`src/rtl/fetch_prefetch_queue.sv`:
```
// Sequential instruction fetch with a DEPTH-entry prefetch queue.
// Credits cover queued plus in-flight words, so a response always has a slot.
module fetch_prefetch_queue #(
  parameter int unsigned DEPTH     = 4,
  parameter logic [31:0] RESET_PC  = 32'h0000_0000,
  parameter logic [31:0] NOP_INSTR = 32'h0000_0013
) (
  input  logic        clk,
  input  logic        reset,
  output logic        imem_req_valid,
  input  logic        imem_req_ready,
  output logic [31:0] imem_req_addr,
  input  logic        imem_rsp_valid,
  input  logic [31:0] imem_rsp_data,
  input  logic        stall,
  input  logic        jump_enable,
  input  logic [31:0] jump_address,
  output logic [31:0] instruction_out,
  output logic [31:0] pc_out,
  output logic        valid_out
);

  localparam int AW = $clog2(DEPTH);
  localparam int CW = $clog2(DEPTH + 1);
  localparam logic [CW:0] LIM = (CW+1)'(DEPTH);

  logic [31:0]   r_fetch_pc;
  logic [31:0]   r_resp_pc;
  logic [CW-1:0] r_occ;
  logic [CW-1:0] r_out;
  logic [CW-1:0] r_drop;
  logic [AW-1:0] r_rd;
  logic [AW-1:0] r_wr;
  logic [31:0]   r_pc_mem  [DEPTH];
  logic [31:0]   r_ins_mem [DEPTH];

  logic [CW:0]   w_inflight;
  logic          w_req_fire;
  logic          w_rsp_acc;
  logic          w_push;
  logic          w_pop;
  logic [CW-1:0] w_out_left;

  assign w_inflight = {1'b0, r_occ} + {1'b0, r_out};

  assign imem_req_valid = !reset && !jump_enable
                        && (w_inflight < LIM);
  assign imem_req_addr  = r_fetch_pc;
  assign w_req_fire     = imem_req_valid && imem_req_ready;

  // Responses with nothing in flight are spurious and ignored.
  assign w_rsp_acc  = imem_rsp_valid && (r_out != '0);
  assign w_push     = w_rsp_acc && (r_drop == '0)
                    && !jump_enable && !reset;
  assign w_out_left = r_out - CW'(w_rsp_acc);

  assign valid_out = (r_occ != '0) && !jump_enable && !reset;
  assign w_pop     = valid_out && !stall;

  assign instruction_out = valid_out ? r_ins_mem[r_rd] : NOP_INSTR;
  assign pc_out          = valid_out ? r_pc_mem[r_rd]  : 32'h0;

  always_ff @(posedge clk) begin
    if (reset) begin
      r_fetch_pc <= RESET_PC;
      r_resp_pc  <= RESET_PC;
      r_occ      <= '0;
      r_out      <= '0;
      r_drop     <= '0;
      r_rd       <= '0;
      r_wr       <= '0;
    end else if (jump_enable) begin
      r_fetch_pc <= jump_address;
      r_resp_pc  <= jump_address;
      r_occ      <= '0;
      r_rd       <= '0;
      r_wr       <= '0;
      r_out      <= w_out_left;
      // Everything still in flight belongs to the abandoned path.
      r_drop     <= w_out_left;
    end else begin
      if (w_req_fire)
        r_fetch_pc <= r_fetch_pc + 32'd4;
      r_out <= r_out + CW'(w_req_fire) - CW'(w_rsp_acc);
      if (w_rsp_acc && (r_drop != '0))
        r_drop <= r_drop - CW'(1);
      if (w_push) begin
        r_resp_pc <= r_resp_pc + 32'd4;
        r_wr      <= r_wr + AW'(1);
      end
      if (w_pop)
        r_rd <= r_rd + AW'(1);
      r_occ <= r_occ + CW'(w_push) - CW'(w_pop);
    end
  end

  always_ff @(posedge clk) begin
    if (w_push) begin
      r_pc_mem[r_wr]  <= r_resp_pc;
      r_ins_mem[r_wr] <= imem_rsp_data;
    end
  end

endmodule

```
`config.mk`:
```
export PLATFORM = sky130hd
export DESIGN_NAME = fetch_prefetch_queue
export DESIGN_NICKNAME = d
export VERILOG_FILES = /design/src/rtl/fetch_prefetch_queue.sv
export SDC_FILE = /design/constraint.sdc
export NUM_CORES = 1
export LEC_CHECK = 0
export CAP_MARGIN = 40
export CORE_ASPECT_RATIO = 1.25
export CORE_UTILIZATION = 41
export DETAILED_ROUTE_END_ITERATION = 16
export GPL_ROUTABILITY_DRIVEN = 0
export GPL_TIMING_DRIVEN = 0
export PLACE_DENSITY_LB_ADDON = 0.1
export SYNTH_ARGS = -nofsm -noshare
export SYNTH_HDL_FRONTEND = slang
export SYNTH_SLANG_ARGS = --single-unit
```
`constraint.sdc`:
```
create_clock -name clk -period 4.3 [get_ports clk]
set_input_delay 1.075 -clock clk [delete_from_list [all_inputs] [get_ports clk]]
set_output_delay 1.075 -clock clk [all_outputs]
set_load 0.03 [all_outputs]
```
==> run_results.csv, run 1 <==
group,metric,value,unit
global_routing,grt_pass1_vias,8793,
clock_network,cts_max_level,2,
setup_path,reg2reg_depth,14,
global_routing,grt_pass1_wl,52400,um
layout,instances_no_fill,1603,
detailed_routing,detail-route-antenna-nets,0,
logic_synthesis,ys_warn_count,0,
place,pre_cts_ws,-1.18,ns
global_routing,antenna_found_initial,0,
floorplan,fp-row-count,75,
logic_synthesis,synth_area,0.0142,sq mm
setup_path,cp.required,3.22,ns
setup_path,endpoint_kind,"output pin",
detailed_routing,first_iter_violations,674,
detailed_routing,routed_via_density,5.43,
logic_synthesis,yosys-top-cells-count,"256 x edfxtp_1, 79 x dfxtp_1, 64 x mux4_2",
detailed_routing,wirelength,34000,um
timing,setup_ws,0.0805,ns
global_routing,grt_max_degree,53,
timing,period_needed,4.22,ns
setup_path,ff2ff_setup_slack,0.89,ns
run,max-cap-violations,0,
floorplan,initial_core_util,0.419,
clock_network,insertion_delay,0.53,ns
detailed_routing,drc,0,
place,dp_hpwl,23300,um
timing,fin_crit_sh,0.981,
place,placed_cells,1540,
clock_network,clockBufferDepth,3,
detailed_routing,vias,8710,
layout,diodes,0,
timing,worst_pin_slew,0.855,ns
logic_synthesis,synth.distinct_cells,62,
global_routing,track_usage,0.198,
layout,fin_nets,1242,
pwr,p_per_area,410,mW/mm^2
pwr,cellLeakagePower,0.00617,uW
timing,holdWs,0.490,ns
setup_path,startpoint_type,"primary input",
setup_path,crit_type,"primary input to output pin",
layout,fin_util,0.523,
logic_synthesis,synth_ff_type,"edfxtp_1",
logic_synthesis,synth.most_common_cell,"edfxtp_1",
timing,finalSetupTns,0,ns
floorplan,dieArea,0.0353,sq mm
setup_path,critPathCapture,"instruction_out[31]",
logic_synthesis,synth_edf_count,256,
logic_synthesis,async_flop_share,0,
outcome,status,"finished clean",
clock_network,cts_tree,"done",
logic_synthesis,synth-seq-cells,335,
timing,relSlewSlack,0.430,
logic_synthesis,avgSynthCellArea,15.0,sq um
timing,final_hold_viol_count,0,
global_routing,grt-ovfl-total,0,
floorplan,die_w,168,um
floorplan,coreArea,0.0338,sq mm
timing,slew_violations,0,
timing,setup_viol,0,
logic_synthesis,netlist_instances,946,
layout,area_delta_synth_final,24.8,%
detailed_routing,dr.pass1.iters,5,
detailed_routing,avgRoutedWirePerCell,21.2,um
logic_synthesis,synth_seq_area_share,0.654,
clock_network,clkTransAtPathRegs,0.06,ns
worst_hold_path,hold_class,"register to register",
setup_path,critPathLaunch,"jump_enable",
logic_synthesis,synthTopCellsByArea,"edfxtp_1 54%, dfxtp_1 11%, mux4_2 10%, nor2b_1 2.8%, xnor2_1 2.0%",
place,port_buffers,167,
setup_path,worstReg2RegEnd,"r_out[2]",
setup_path,path_max_fanout,10,
logic_synthesis,yosysTopAreaCell,"edfxtp_1",
floorplan,die_h,210,um
timing,finalClockSkew,0.0274,ns
layout,drive_above_1_share,0.158,
setup_path,cp.arrival,3.14,ns
timing,fmax,237,MHz
clock_network,numCtsBuffers,34,
clock_network,clock-sinks,335,
timing,rsz0062_at_grt,"no",
floorplan,io_pins,168,
logic_synthesis,synth_top_area_share,0.543,
pwr,ir_worst_vdd,237,uV
clock_network,cts_root_buffer,"clkbuf_16",
logic_synthesis,syn_nets,1034,
setup_path,r2r-start,"r_out[2]",
[metrics by stage]
step | power, uW | area (sq um)
3_5_place_dp | 4380 | 16500
3_3_place_gp | 4370 | 16400
6_report | 7260 | 17700
5_1_grt | 7510 | 17700
4_1_cts | 7330 | 17600
2_1_floorplan | 4100 | 14200
[sequential cells by signal (all words and copies together), names as in the netlist, named ones only]
| name | count |
|---|---|
| r_wr | 2 |
| r_drop | 3 |
| r_ins_mem | 128 |
| imem_req_addr | 32 |
| r_occ | 3 |
| r_rd | 2 |
| r_resp_pc | 32 |
| r_out | 3 |
| r_pc_mem | 128 |
[how the worst min path moves through the flow]
stage,from,endpoint,cells after the start
2_1_floorplan,r_resp_pc[0],r_pc_mem[0][0],0
3_3_place_gp,imem_req_addr[0],imem_req_addr[0],2
3_5_place_dp,imem_req_addr[0],imem_req_addr[0],2
4_1_cts,imem_req_addr[0],imem_req_addr[0],2
5_1_grt,imem_req_addr[0],imem_req_addr[0],2
6_report,imem_req_addr[0],imem_req_addr[0],2
[what timing repair did]
item                                    CTS  global route
hold buffers                              0             0
buffers inserted                          1             0
endpoints found under the setup margin   65            30
gates resized for setup                  64            27
pin swaps                                 1             0
hold endpoints to repair                  0             0
[layer usage]
metal | track usage | part of all wire | up-vias
li1 | - | - | 4048
met1 | 0.263 | 0.44 | 4284
met2 | 0.325 | 0.48 | 313
met3 | 0.0339 | 0.053 | 65
met4 | 0.0765 | 0.033 | 0
met5 | 0 | 0 | -
[where the power goes]
| group | leakage, uW | total [uW] | switching, uW | internal (uW) |
|---|---|---|---|---|
| Combinational | 0.00264 | 612 | 339 | 273 |
| Clock | 0.000551 | 2950 | 1240 | 1700 |
| Sequential | 0.00298 | 3700 | 113 | 3590 |
| Total | 0.00617 | 7260 | 1700 | 5560 |
[logic make-up after synthesis]
| group | synth area share |
|---|---|
| DFF | 0.654 |
| and+or+nand+nor | 0.112 |
| AOI/OAI and AO/OA | 0.0601 |
| buffers and inverters | 0.0245 |
| muxes | 0.102 |
| xor gates and xnor gates | 0.0297 |
| adders and majority gates | 0.0170 |
[cell usage in the layout, fill, tap and decap left out, types with 23 or more instances in the layout]
| cell | n |
|---|---|
| clkdlybuf4s50_1 | 111 |
| clkbuf_16 | 37 |
| nor2_1 | 32 |
| a21oi_1 | 34 |
| xnor2_1 | 33 |
| a21boi_0 | 23 |
| edfxtp_1 | 256 |
| nor2b_1 | 63 |
| nand2_1 | 41 |
| dfxtp_1 | 79 |
| inv_1 | 35 |
| mux4_2 | 64 |
| nand3_1 | 29 |
| dlygate4sd2_1 | 26 |
[cell type report]
class	instances	area (sq um)
fill	2874	16100
sequential	335	9270
multi-input combinational	527	4580
timing repair buffer	172	1810
clock buffer	38	940
tap	423	529
buffer	48	240
clock inverter	24	180
inverter	36	135
[critical path: stages]
cell and delay, ns:
clkdlybuf4s50_1 0.46, clkbuf_4 0.24, nor2_4 0.14, o31ai_2 0.15
clkbuf_8 0.22, nor2b_1 0.16, clkdlybuf4s50_1 0.69
No activity file was read; power rests on OpenSTA's default activity.
==> inputs of run 2 (changes only) <==
--- a/config.mk
+++ b/config.mk
@@ -6,7 +6,6 @@
 export NUM_CORES = 1
 export LEC_CHECK = 0
 export CAP_MARGIN = 40
-export CORE_ASPECT_RATIO = 1.25
 export CORE_UTILIZATION = 41
 export DETAILED_ROUTE_END_ITERATION = 16
 export GPL_ROUTABILITY_DRIVEN = 0
==> run_results.csv, run 2 (same netlist as run 1, synthesis figures left out) <==
group,metric,value,unit
detailed_routing,routed_via_density,5.34,
layout,layout_commonest_cell,"edfxtp_1",
place,port_buffers,167,
timing,slew_violations,0,
timing,fmax,236,MHz
timing,finalClockSkew,0.0121,ns
detailed_routing,dr.pass1.iters,5,
layout,fillers,2839,
timing,relSlewSlack,0.435,
detailed_routing,wl_met1,15400,um
place,pre_cts_ws,-1.10,ns
setup_path,worstReg2RegEnd,"r_out[2]",
clock_network,insertion_delay,0.50,ns
timing,fin_crit_sh,0.987,
worst_hold_path,hold_class,"register to register",
clock_network,cts_max_level,2,
pwr,cellLeakagePower,0.00606,uW
layout,drive_above_1_share,0.155,
timing,finalSetupTns,0,ns
clock_network,clockBufferDepth,3,
run,max-cap-violations,0,
detailed_routing,dr_wl_met2,15900,um
floorplan,fp-row-count,67,
detailed_routing,met3_length,1920,um
setup_path,ff2ff_setup_slack,0.95,ns
worst_hold_path,min_path_cells,2,
floorplan,dieArea,0.0353,sq mm
setup_path,startpoint_type,"primary input",
layout,reg.largest.list,"r_ins_mem: 128 flops, r_pc_mem: 128 flops",
clock_network,clock-sinks,335,
timing,rsz0062_at_grt,"no",
detailed_routing,drc,0,
place,dp_hpwl,23300,um
timing,setup_viol,0,
worst_hold_path,hold_path.startpoint,"imem_req_addr[0]",
floorplan,initial_core_util,0.419,
layout,layout_common_cells,"256 x edfxtp_1, 116 x clkdlybuf4s50_1, 79 x dfxtp_1",
setup_path,crit_type,"primary input to output pin",
global_routing,track_usage,0.197,
setup_path,cp.required,3.22,ns
setup_path,cp.arrival,3.17,ns
outcome,status,"finished clean",
pwr,p_per_area,418,mW/mm^2
clock_network,clkTransAtPathRegs,0.06,ns
setup_path,r2r-start,"r_occ[1]",
pwr,ir_worst_vdd,219,uV
global_routing,grt-ovfl-total,0,
timing,setup_ws,0.0557,ns
timing,period_needed,4.24,ns
clock_network,numCtsBuffers,36,
detailed_routing,routed.top_layer,"met4",
floorplan,die_w,188,um
timing,worst_pin_slew,0.848,ns
clock_network,cts_tree,"done",
detailed_routing,first_iter_violations,492,
floorplan,coreArea,0.0338,sq mm
floorplan,io_pins,168,
detailed_routing,wirelength,34100,um
setup_path,path_max_fanout,10,
layout,area_delta_synth_final,25.4,%
timing,final_hold_viol_count,0,
layout,diodes,0,
worst_hold_path,whs_endpoint,"imem_req_addr[0]",
detailed_routing,avgRoutedWirePerCell,20.9,um
setup_path,reg2reg_depth,14,
layout,fin_nets,1245,
detailed_routing,vias,8712,
global_routing,grt_pass1_wl,53100,um
setup_path,endpoint_kind,"output pin",
global_routing,grt_max_degree,42,
floorplan,die_h,188,um
detailed_routing,detail-route-antenna-nets,0,
clock_network,cts_root_buffer,"clkbuf_16",
global_routing,grt_pass1_vias,8938,
global_routing,antenna_found_initial,0,
## run 2: changes by cell type in the layout (fill, tap and decap cells not counted), moves of 4 or more
cell,change
clkbuf_1,+6
clkinv_2,-7
clkdlybuf4s50_1,+5
dlymetal6s2s_1,-8
dlygate4sd2_1,+4
## run 2: critical path, cell delays in order
cell	delay (ns)
clkdlybuf4s50_1	0.49
buf_4	0.23
nor2_4	0.14
o31ai_2	0.18
clkbuf_4	0.25
nor2b_1	0.13
clkdlybuf4s50_1	0.68
## run 2: cell type report
class	instances	area, sq um	share of cell area
Buffer	48	245	0.0138
Clock buffer	43	958	0.0540
Clock inverter	20	240	0.0135
Inverter	36	135	0.00761
Multi-Input combinational cell	527	4590	0.258
Sequential cell	335	9270	0.522
Tap cell	448	561	0.0316
Timing Repair Buffer	173	1760	0.0993
## run 2: timing repair
action                                  CTS  global route
hold buffers                              0             0
endpoints found under the setup margin   66            13
pin swaps                                 1             0
buffers inserted                          1             0
resized for setup                        69            14
cloned                                    1             0
## run 2: worst max path at each step
stage / startpoint / to / slack (ns)
6_report: jump_enable / instruction_out[6] / 0.06
5_1_grt: jump_enable / instruction_out[21] / 0.002
4_1_cts: jump_enable / instruction_out[3] / 0.05
3_5_place_dp: jump_enable / pc_out[3] / -1.10
3_3_place_gp: jump_enable / r_ins_mem[0][7] / -1.16
2_1_floorplan: jump_enable / instruction_out[26] / 0.79
## run 2: power by group
| part | switching (uW) | total (uW) | internal (uW) |
|---|---|---|---|
| combinational | 341 | 614 | 273 |
| clock | 1210 | 3110 | 1890 |
| sequential | 114 | 3700 | 3590 |
| total | 1670 | 7420 | 5760 |
## run 2: metrics by stage
stage	instances	util	hold WS [ns]	power, uW	area (sq um)
2_1_floorplan	946	-	0.460	4100	14200
3_3_place_gp	1561	0.485	0.471	4370	16400
3_5_place_dp	1565	0.489	0.481	4380	16500
4_1_cts	1630	0.525	0.489	7500	17700
5_1_grt	1630	0.526	0.511	7700	17800
6_report	1630	0.526	0.477	7420	17800
## run 2: layer usage
| layer | GRT usage | vias up |
|---|---|---|
| met2 | 0.321 | 285 |
| met5 | 0 | - |
| met1 | 0.271 | 4308 |
| met4 | 0.0578 | 0 |
| met3 | 0.0350 | 59 |
| li1 | - | 4060 |
==> inputs of run 3 (changes only) <==
--- a/config.mk
+++ b/config.mk
@@ -5,8 +5,9 @@
 export SDC_FILE = /design/constraint.sdc
 export NUM_CORES = 1
 export LEC_CHECK = 0
-export CAP_MARGIN = 40
+export CAP_MARGIN = 20
 export CORE_UTILIZATION = 41
+export CTS_CLUSTER_DIAMETER = 30
 export DETAILED_ROUTE_END_ITERATION = 16
 export GPL_ROUTABILITY_DRIVEN = 0
 export GPL_TIMING_DRIVEN = 0
@@ -14,3 +15,4 @@
 export SYNTH_ARGS = -nofsm -noshare
 export SYNTH_HDL_FRONTEND = slang
 export SYNTH_SLANG_ARGS = --single-unit
+export TNS_END_PERCENT = 20
==> run_results.csv, run 3 (same netlist as run 1, synthesis figures left out) <==
group,metric,value,unit
floorplan,die_w,188,um
global_routing,track_usage,0.203,
setup_path,crit_type,"primary input to output pin",
timing,period_needed,4.22,ns
run,max-cap-violations,0,
layout,diodes,0,
clock_network,cts_max_level,3,
timing,final_hold_viol_count,0,
pwr,intPower,7320,uW
clock_network,cts_tree,"done",
floorplan,io_pins,168,
floorplan,dieArea,0.0353,sq mm
global_routing,grt_max_degree,54,
global_routing,grt-ovfl-total,0,
clock_network,insertion_delay,0.57,ns
layout,fin_util,0.561,
detailed_routing,first_iter_violations,518,
outcome,status,"finished clean",
timing,slew_violations,0,
layout,fillers,2728,
setup_path,crit_buf_inv,4,
detailed_routing,avgRoutedWirePerCell,20.6,um
layout,layout_common_cells,"256 x edfxtp_1, 105 x clkdlybuf4s50_1, 79 x dfxtp_1",
detailed_routing,wirelength,35000,um
global_routing,grt_pass1_vias,9247,
clock_network,clock-sinks,335,
pwr,p_per_area,506,mW/mm^2
clock_network,clockBufferDepth,3,
pwr,cellLeakagePower,0.00682,uW
clock_network,numCtsBuffers,69,
detailed_routing,drc,0,
floorplan,initial_core_util,0.419,
setup_path,path_cells,"clkdlybuf4s50_1, clkbuf_4, nor2_4, o31ai_2, clkbuf_2, nor2b_1, clkdlybuf4s50_1",
worst_hold_path,hold_path.startpoint,"imem_req_addr[1]",
pwr,p_sw,2270,uW
layout,reg.largest.list,"r_ins_mem: 128 flops, r_pc_mem: 128 flops",
layout,layout_commonest_cell,"edfxtp_1",
floorplan,die_h,188,um
pwr,combPwrFrac,0.064,
layout,fin_nets,1279,
layout,multiInputGateArea,0.00459,sq mm
setup_path,endpoint_kind,"output pin",
layout,design_area,0.0190,sq mm
setup_path,cp.arrival,3.14,ns
timing,setup_viol,0,
timing,finalClockSkew,0.0139,ns
place,port_buffers,167,
setup_path,cp.depth,7,
pwr,p_seq_frac,0.387,
layout,drive_above_1_share,0.194,
worst_hold_path,min_path_cells,2,
timing,holdWs,0.472,ns
pwr,pwr-share-clk,0.549,
setup_path,startpoint_type,"primary input",
timing,finalSetupTns,0,ns
pwr,switching_share,0.237,
place,dp_hpwl,23300,um
timing,fmax,237,MHz
setup_path,cp_slowest_stage_delay,0.68,ns
timing,setup_ws,0.0835,ns
layout,area_delta_synth_final,33.8,%
detailed_routing,vias,9029,
place,placedInstanceArea,0.0165,sq mm
setup_path,critPathLaunch,"jump_enable",
timing,fin_crit_sh,0.981,
setup_path,cp_top_family,"buffers and inverters",
layout,seqCellArea,0.00927,sq mm
global_routing,antenna_found_initial,0,
setup_path,path_max_fanout,10,
detailed_routing,detail-route-antenna-nets,0,
setup_path,slowest_stage,"clkdlybuf4s50_1",
detailed_routing,routed_via_density,5.33,
setup_path,reg2reg_depth,14,
global_routing,grt_pass1_wl,54500,um
setup_path,cp.required,3.22,ns
detailed_routing,dr.pass1.iters,5,
timing,worst_pin_slew,0.824,ns
timing,relSlewSlack,0.450,
setup_path,cp_common_cell,"clkdlybuf4s50_1",
clock_network,cts_root_buffer,"clkbuf_16",
pwr,ir_worst_vdd,288,uV
floorplan,fp-row-count,67,
clock_network,clkTransAtPathRegs,0.05,ns
floorplan,coreArea,0.0338,sq mm
place,pre_cts_ws,-1.09,ns
setup_path,r2r-start,"r_occ[1]",
timing,rsz0062_at_grt,"no",
worst_hold_path,hold_class,"register to register",
[run 3: worst reg2reg max path, stage by stage (launching register included)]
cell and delay [ns]:
dfxtp_1 0.47, ha_1 0.29, a311oi_2 0.35, and2_1 0.18
buf_4 0.17, inv_2 0.10, buf_2 0.22, ha_1 0.30
inv_1 0.04, ha_1 0.18, fa_1 0.39, xor2_1 0.15
o21ai_0 0.19, xnor2_1 0.14, nor2_1 0.05
[run 3: path summary, 6_finish.rpt]
check                       endpoint  slack, ns
setup / recovery  instruction_out[2]       0.08
hold / removal      imem_req_addr[1]       0.47
setup reg to reg            r_out[2]       0.94
hold reg to reg     imem_req_addr[1]       0.47
[run 3: layout make-up]
cell class,count,share of cell area
inverter,36,0.00713
sequential,335,0.489
tap,448,0.0296
multi-input combinational,527,0.242
clock buffer,79,0.0936
buffer,48,0.0129
clock inverter,48,0.0309
timing repair buffer,174,0.0949
[run 3: metal layers]
| layer | wire length (um) | GRT usage |
|---|---|---|
| met5 | 0 | 0 |
| met3 | 2700 | 0.0427 |
| met4 | 729 | 0.0719 |
| met1 | 15200 | 0.281 |
| met2 | 16400 | 0.318 |
[run 3: timing repair]
item,CTS,global route
resized for setup,61,31
buffers inserted,2,0
endpoints found under the hold margin,0,0
hold buffers,0,0
endpoints found under the setup margin,66,49
gates cloned,1,0
pin swaps,1,0
[run 3: power groups by stage]
stage / Combinational [uW] / Sequential [uW] / Clock (uW)
floorplan: 329 / 3770 / 0
global placement: 599 / 3770 / 0
detailed placement: 611 / 3770 / 0
CTS: 617 / 3710 / 5340
global route: 670 / 3720 / 5520
finish: 612 / 3710 / 5260
[run 3: metrics by stage]
step	instances	power, uW
after global placement	1561	4370
after global routing	1695	9910
after CTS	1695	9670
after floorplan	946	4100
final	1695	9590
after detailed placement	1565	4380
